`config.mk`:
```
export PLATFORM = sky130hd
export DESIGN_NAME = adder
export DESIGN_NICKNAME = d
export VERILOG_FILES = /design/src/rtl/alu_pkg.sv /design/src/rtl/full_adder.sv /design/src/rtl/adder.sv
export SDC_FILE = /design/constraint.sdc
export NUM_CORES = 1
export LEC_CHECK = 0
export CAP_MARGIN = 20
export CORE_AREA = 2 2 39 41
export DETAILED_ROUTE_END_ITERATION = 8
export DIE_AREA = 0 0 41 43
export RECOVER_POWER = 50
export SYNTH_ARGS = -nofsm -noshare
export SYNTH_HDL_FRONTEND = slang
export SYNTH_HIERARCHICAL = 1
export SYNTH_SLANG_ARGS = --single-unit
```
`constraint.sdc`:
```
create_clock -name clk -period 1.9 [get_ports clk]
set_input_delay 0.19 -clock clk [delete_from_list [all_inputs] [get_ports clk]]
set_output_delay 0.19 -clock clk [all_outputs]
set_load 0.005 [all_outputs]
```
`src/rtl/alu_pkg.sv`:
```
// Shared ALU definitions: adder sizing, sum-with-carry
// type and the signed-overflow helper used by the add path.
package alu_pkg;

    localparam int ADDER_WIDTH_DEFAULT = 4;
    localparam int ADDER_WIDTH_MIN     = 1;
    localparam int ADDER_WIDTH_MAX     = 32;

    // Sum with carry-out in the top bit, as consumed by the ALU mux.
    typedef logic [ADDER_WIDTH_DEFAULT:0] add_sum_t;

    // Registered adder result as one bundle.
    typedef struct packed {
        logic                           valid;
        logic                           cout;
        logic                           ovf;
        logic [ADDER_WIDTH_DEFAULT-1:0] s;
    } add_res_t;

    // Two's complement overflow: like-signed operands whose
    // sum lands with the other sign.
    function automatic logic add_ovf(
        input logic msb_a,
        input logic msb_b,
        input logic msb_s
    );
        return (msb_a == msb_b) && (msb_s != msb_a);
    endfunction

endpackage

```
`src/rtl/full_adder.sv`:
```
// One-bit full adder, the ripple cell of the adder chain.
// Purely combinational.
module full_adder (
    input  logic a,
    input  logic b,
    input  logic ci,
    output logic s,
    output logic co
);

    logic w_p;

    assign w_p = a ^ b;
    assign s   = w_p ^ ci;
    assign co  = (a & b) | (ci & w_p);

endmodule

```
`src/rtl/adder.sv`:
```
// Registered WIDTH-bit ripple-carry adder with carry-out,
// signed overflow and a one-cycle valid strobe.
module adder
    import alu_pkg::*;
#(
    parameter int WIDTH = ADDER_WIDTH_DEFAULT
) (
    input  logic             clk,
    input  logic             rst_n,
    input  logic             in_valid,
    input  logic [WIDTH-1:0] a,
    input  logic [WIDTH-1:0] b,
    input  logic             cin,
    output logic [WIDTH-1:0] s,
    output logic             cout,
    output logic             ovf,
    output logic             out_valid
);

    localparam int MSB = WIDTH - 1;

    logic [WIDTH:0]   w_carry;
    logic [WIDTH-1:0] w_sum;
    logic             w_ovf;

    logic [WIDTH-1:0] r_s;
    logic             r_cout;
    logic             r_ovf;
    logic             r_valid;

    assign w_carry[0] = cin;

    genvar gi;
    generate
        for (gi = 0; gi < WIDTH; gi++) begin : g_rc
            full_adder u_fa (
                .a  (a[gi]),
                .b  (b[gi]),
                .ci (w_carry[gi]),
                .s  (w_sum[gi]),
                .co (w_carry[gi+1])
            );
        end
    endgenerate

    assign w_ovf = add_ovf(a[MSB], b[MSB], w_sum[MSB]);

    // Valid strobe: one cycle per accepted operand set.
    always_ff @(posedge clk or negedge rst_n) begin
        if (!rst_n) begin
            r_valid <= 1'b0;
        end else begin
            r_valid <= in_valid;
        end
    end

    // Result registers load only on in_valid, else hold.
    always_ff @(posedge clk or negedge rst_n) begin
        if (!rst_n) begin
            r_s    <= '0;
            r_cout <= 1'b0;
            r_ovf  <= 1'b0;
        end else if (in_valid) begin
            r_s    <= w_sum;
            r_cout <= w_carry[WIDTH];
            r_ovf  <= w_ovf;
        end
    end

    assign s         = r_s;
    assign cout      = r_cout;
    assign ovf       = r_ovf;
    assign out_valid = r_valid;

endmodule

```
==> results of run 1 <==
==> cell type report <==
class	instances	share of cell area, %
Clock buffer	4	4.57
Multi-Input combinational cell	13	30.2
Sequential cell	7	30.4
Tap cell	16	3.48
Timing Repair Buffer	19	31.3
==> synth_stat cells (all sizes together) <==
master and instances:
nand3b 1, nor2 1, buf 1, or3b 1
a31oi 1, mux2 5, dfrtp 7, fa 4
==> per-stage QoR <==
stage               hold WS [ns]  setup WS, ns  area, µm²
floorplan                 -0.106        -0.423        350
global placement           0.465        -0.941        546
detailed placement         0.466         -1.01        546
CTS                        0.204        -0.383        573
global route               0.289        -0.388        576
finish                     0.275        -0.333        576
==> layer usage <==
metal | GRT usage [%] | part of all wire (%) | wire [µm] | vias to the layer above
met3 | 3.66 | 14 | 99 | 2
met5 | 0 | 0 | 0 | -
met4 | 8.00 | 1.3 | 9 | 0
li1 | - | - | - | 116
met2 | 15.3 | 47 | 323 | 18
met1 | 9.70 | 37 | 254 | 122
==> critical path: stages <==
cell	delay, ns
buf_6	0.09
fa_2	0.38
fa_2	0.35
fa_2	0.36
fa_1	0.50
or3b_1	0.34
a31oi_1	0.17
==> what timing repair did <==
action | in CTS | in global routing
resized for setup | 15 | 1
pin swaps | 5 | 2
setup endpoints to repair | 4 | 3
endpoints found under the hold margin | 0 | 0
buffers inserted | 1 | 0
==> cells in the final DEF (no fill, tap or decap), drive strengths merged <==
master         count
fa                 4
nand3b             1
a31oi              1
or3b               1
buf                4
clkdlybuf4s50     11
mux2               5
dlymetal6s2s       1
nor2               1
dlygate4sd2        1
dlygate4sd3        2
clkbuf             4
dfrtp              7
==> cells by family after synthesis <==
kind of cell	count (synthesis)	synth area share, %
adder cells (fa/ha/maj)	4	23.4
flip-flops	7	51.1
AND/OR/NAND/NOR	3	5.84
multiplexers	5	16.4
buffers and inverters	1	1.46
AO/OA/AOI/OAI	1	1.83
==> sequential cells by signal (all words and copies together) (netlist names) <==
| name | count |
|---|---|
| out_valid | 1 |
| s | 4 |
| ovf | 1 |
| cout | 1 |
==> final timing paths <==
kind / from / end / slack, ns / cells after the start
worst max-delay path: cin / ovf$_DFFE_PN0P_ / -0.33 / 7
worst min-delay path: rst_n / out_valid$_DFF_PN0_ / 0.27 / 1
worst max register to register: s[3]$_DFFE_PN0P_ / s[3]$_DFFE_PN0P_ / 1.14 / 1
worst min register to register: s[1]$_DFFE_PN0P_ / s[1]$_DFFE_PN0P_ / 0.51 / 1
max in group asynchronous: rst_n / cout$_DFFE_PN0P_ / 1.39 / 1
min in group clk: cin / s[0]$_DFFE_PN0P_ / 0.39 / 3
==> power by group through the flow <==
stage                     Sequential (W)  Combinational [W]  Clock (W)
after CTS                       0.000190           0.000147   0.000135
final                           0.000190           0.000142   0.000127
after floorplan                 0.000193          0.0000431          0
after detailed placement        0.000191           0.000139          0
after global placement          0.000190           0.000137          0
after global routing            0.000192           0.000159   0.000149
==> run_results.csv, run 1 <==
group,metric,value,unit
yosys,syn_area,343,µm²
sta,period_share,118,%
yosys,synth_cells,21,
floorplan,num_io_pins,19,
floorplan,core,1380,µm²
global_routing,antenna_found_initial,0,
yosys,ys_seq_area_share,51.1,%
yosys,synth_top_area_share,51.1,%
detailed_routing,postRouteAntennaNets,0,
sta,period_needed,2.23,ns
worst_setup_path,start_kind,"input port",
detailed_routing,drt-initial-drc-count,1,
detailed_routing,drtPass1Iterations,2,
sta,finalSetupViolations,2,
worst_setup_path,cp_data_arrival_time,2.39,ns
sta,max_slew.worst_pin.slew,0.351,ns
sta,hold_viol,0,
clock_network,cts.path.max_buffers,2,
power,p_leak,0.244,nW
clock_network,cts_root_buffer,"clkbuf_4",
place,dp.cells,54,
yosys,synth_area_leaders,"dfrtp_1 (51%), fa_1 (23%), mux2_2 (16%)",
clock_network,ctsHtreeMaxLevel,1,
floorplan,die_area,1760,µm²
place,io_buffer_count,18,
run_status,violations,"setup timing",
finish,n_fill_cell,136,
sta,tns,-0.537,ns
detailed_routing,routed_wl,687,µm
place,gp_congestion,0.547,
global_routing,grt_overflow,0,
global_routing,grt_usage,9.86,%
finish,drive_gt1_share,34.9,%
floorplan,die_width,41,µm
yosys,ys_ff_latch,7,
hold_path,hp-class,"in2async",
finish,area.growth.synth_to_final,67.9,%
clock_network,cts_tree,"yes",
floorplan,die_h,43,µm
power,intPower,0.000355,W
flow_run,maxCapViolCount,0,
yosys,syn_nets,37,
sta,final-max-slew-violation-count,0,
power,power_switching,0.000104,W
yosys,ys_types,8,
sta,finClkSkew,0,ns
floorplan,rows,14,
power,p_clk_share,27.7,%
global_routing,grt_max_degree,9,
power,power_density,798,nW/µm²
clock_network,cts_made_buffers,3,
yosys,avgSynthCellArea,16.3,µm²
finish,seq_area,175,µm²
power,swShare,22.7,%
clock_network,cts.clk_slew.worst_paths,0.05,ns
worst_setup_path,crit_type,"in2reg",
finish,multi_input_area,174,µm²
detailed_routing,viasPerCell,4.37,
clock_network,cts.sinks,7,
worst_setup_path,cp_max_fo,2,
finish,nNetsFinal,60,
detailed_routing,drcViolationCount,0,
floorplan,initial_core_util,24.8,%
power,seqPwrFrac,41.3,%
sta,fmax,0.448,GHz
finish,diodes,0,
global_routing,grt_pass1_vias,278,
sta,slew_headroom,76.5,%
worst_setup_path,worstPathRequired,2.06,ns
global_routing,grt_pass1_wl,1080,µm
sta,setup_slack,-0.333,ns
sta,rsz0062_at_grt,"yes",
run_status,status,"finished with violations",
power,finalPower,0.000459,W
clock_network,cts_hold_buf,0,
yosys,ys_warn_count,6,
finish,final_cells,59,
detailed_routing,vias,258,
power,vdd_drop_max,0.318,mV
worst_setup_path,crit_path_end_kind,"flip-flop",
power,pwr-share-comb,31.0,%
finish,fin_util,41.6,%
detailed_routing,routedWlPerCell,11.6,µm
yosys,synth_area_leader_cell,"dfrtp_1",
clock_network,clock_latency,0.24,ns
Note: power is estimated with default switching activity, not from simulation.
==> inputs of run 2 (changes only) <==
--- a/config.mk
+++ b/config.mk
@@ -9,7 +9,9 @@
 export CORE_AREA = 2 2 39 41
 export DETAILED_ROUTE_END_ITERATION = 8
 export DIE_AREA = 0 0 41 43
+export MAX_ROUTING_LAYER = met4
 export RECOVER_POWER = 50
+export REMOVE_ABC_BUFFERS = 1
 export SYNTH_ARGS = -nofsm -noshare
 export SYNTH_HDL_FRONTEND = slang
 export SYNTH_HIERARCHICAL = 1
==> run_results.csv, run 2 (synthesis results as in run 1) <==
group,metric,value,unit
finish,diodes,0,
finish,drive_gt1_share,34.9,%
sta,hold_viol,0,
place,io_buffer_count,18,
run_status,violations,"setup timing",
clock_network,ctsHtreeMaxLevel,1,
floorplan,die_width,41,µm
clock_network,cts.sinks,7,
clock_network,cts_made_buffers,3,
sta,max_slew.worst_pin.slew,0.358,ns
power,p_clk_share,28.8,%
sta,rsz0062_at_grt,"yes",
floorplan,die_h,43,µm
finish,layout_common_cells,"clkdlybuf4s50_1 (11), dfrtp_1 (7), mux2_2 (3), clkbuf_4 (3), fa_2 (3)",
finish,final_cells,59,
sta,fmax,0.453,GHz
worst_setup_path,worstPathRequired,2.07,ns
sta,slew_headroom,76.1,%
worst_setup_path,cp_max_fo,2,
place,gp_congestion,0.616,
detailed_routing,vias,257,
global_routing,grt_max_degree,9,
global_routing,grt_pass1_wl,1220,µm
detailed_routing,routedWlPerCell,14.0,µm
run_status,status,"finished with violations",
power,vdd_drop_max,0.282,mV
power,finalPower,0.000471,W
power,seqPwrFrac,40.1,%
floorplan,core,1380,µm²
finish,final_common_cell,"clkdlybuf4s50_1",
clock_network,cts_tree,"yes",
clock_network,clock_latency,0.25,ns
global_routing,grt_pass1_vias,287,
floorplan,rows,14,
global_routing,antenna_found_initial,0,
clock_network,cts.path.max_buffers,2,
clock_network,cts_hold_buf,0,
clock_network,cts.clk_slew.worst_paths,0.05,ns
sta,period_share,116,%
detailed_routing,drt-initial-drc-count,0,
sta,period_needed,2.21,ns
power,power_switching,0.000113,W
hold_path,hp-class,"in2async",
floorplan,initial_core_util,24.8,%
floorplan,die_area,1760,µm²
place,dp.cells,54,
detailed_routing,drcViolationCount,0,
global_routing,grt_usage,12.2,%
power,intPower,0.000358,W
power,swShare,24.0,%
clock_network,cts_root_buffer,"clkbuf_4",
sta,finClkSkew,0,ns
finish,largest_register_ffs,4,
detailed_routing,viasPerCell,4.36,
worst_setup_path,crit_path_end_kind,"flip-flop",
finish,nNetsFinal,60,
sta,setup_slack,-0.309,ns
worst_setup_path,start_kind,"input port",
detailed_routing,postRouteAntennaNets,0,
power,power_density,808,nW/µm²
worst_setup_path,crit_type,"in2reg",
flow_run,maxCapViolCount,0,
power,pwr-share-comb,31.2,%
detailed_routing,routed_wl,825,µm
global_routing,grt_overflow,0,
sta,final-max-slew-violation-count,0,
worst_setup_path,cp_data_arrival_time,2.38,ns
detailed_routing,drtPass1Iterations,1,
floorplan,num_io_pins,19,
power,p_leak,0.256,nW
sta,finalSetupViolations,2,
finish,area.growth.synth_to_final,70.1,%
-- run 2: cell count changes in the layout (fill, tap and decap cells not counted), sizes merged --
cell	delta
dlygate4sd2	-1
dlymetal6s2s	+1
-- run 2: path summary, 6_finish.rpt --
| kind | start | to | slack, ns | cells after the start |
|---|---|---|---|---|
| worst max-delay path | cin | ovf$_DFFE_PN0P_ | -0.31 | 7 |
| worst min-delay path | rst_n | out_valid$_DFF_PN0_ | 0.27 | 1 |
| worst max register to register | cout$_DFFE_PN0P_ | cout$_DFFE_PN0P_ | 1.13 | 1 |
| worst min register to register | s[0]$_DFFE_PN0P_ | s[0]$_DFFE_PN0P_ | 0.50 | 1 |
| max in group asynchronous | rst_n | cout$_DFFE_PN0P_ | 1.38 | 1 |
| min in group clk | cin | s[0]$_DFFE_PN0P_ | 0.39 | 3 |
-- run 2: layer usage --
metal / share of wire [%] / vias to the layer above / track usage, %
li1: - / 116 / -
met1: 36 / 120 / 9.67
met2: 48 / 19 / 18.4
met3: 15 / 2 / 8.90
met4: 0.61 / 0 / 8.00
met5: 0 / - / -
-- run 2: cell type report --
class,count,area [µm²]
Clock buffer,4,26.3
Tap cell,16,20.0
Multi-Input combinational cell,13,178
Fill cell,134,801
Timing Repair Buffer,19,184
Sequential cell,7,175
-- run 2: stage by stage --
stage | cell area, µm² | hold WS [ns] | setup slack (ns) | setup TNS [ns] | util (%)
floorplan | 338 | -0.106 | -0.532 | -1.03 | -
global placement | 538 | 0.461 | -1.04 | -2.87 | 38.9
detailed placement | 538 | 0.474 | -1.11 | -3.10 | 38.9
global route | 583 | 0.272 | -0.330 | -0.511 | 42.1
finish | 583 | 0.272 | -0.309 | -0.474 | 42.1
CTS | 578 | 0.197 | -0.378 | -0.662 | 41.8
-- run 2: worst max-delay path, cell delays in order --
cell,delay [ns]
buf_6,0.09
fa_2,0.38
fa_2,0.35
fa_2,0.34
fa_1,0.50
or3b_1,0.36
a31oi_1,0.17
-- run 2: what timing repair did --
| item | in CTS | in global routing |
|---|---|---|
| gates resized for setup | 18 | 2 |
| setup buffers | 1 | 0 |
| pin swaps | 5 | 5 |
| endpoints found under the setup margin | 4 | 3 |
-- run 2: power by group through the flow --
stage / Clock (W) / Sequential (W) / Combinational, W
after CTS: 0.000148 / 0.000190 / 0.000152
after global placement: 0 / 0.000190 / 0.000135
after floorplan: 0 / 0.000193 / 0.0000392
after global routing: 0.000162 / 0.000192 / 0.000161
final: 0.000136 / 0.000189 / 0.000147
after detailed placement: 0 / 0.000191 / 0.000137
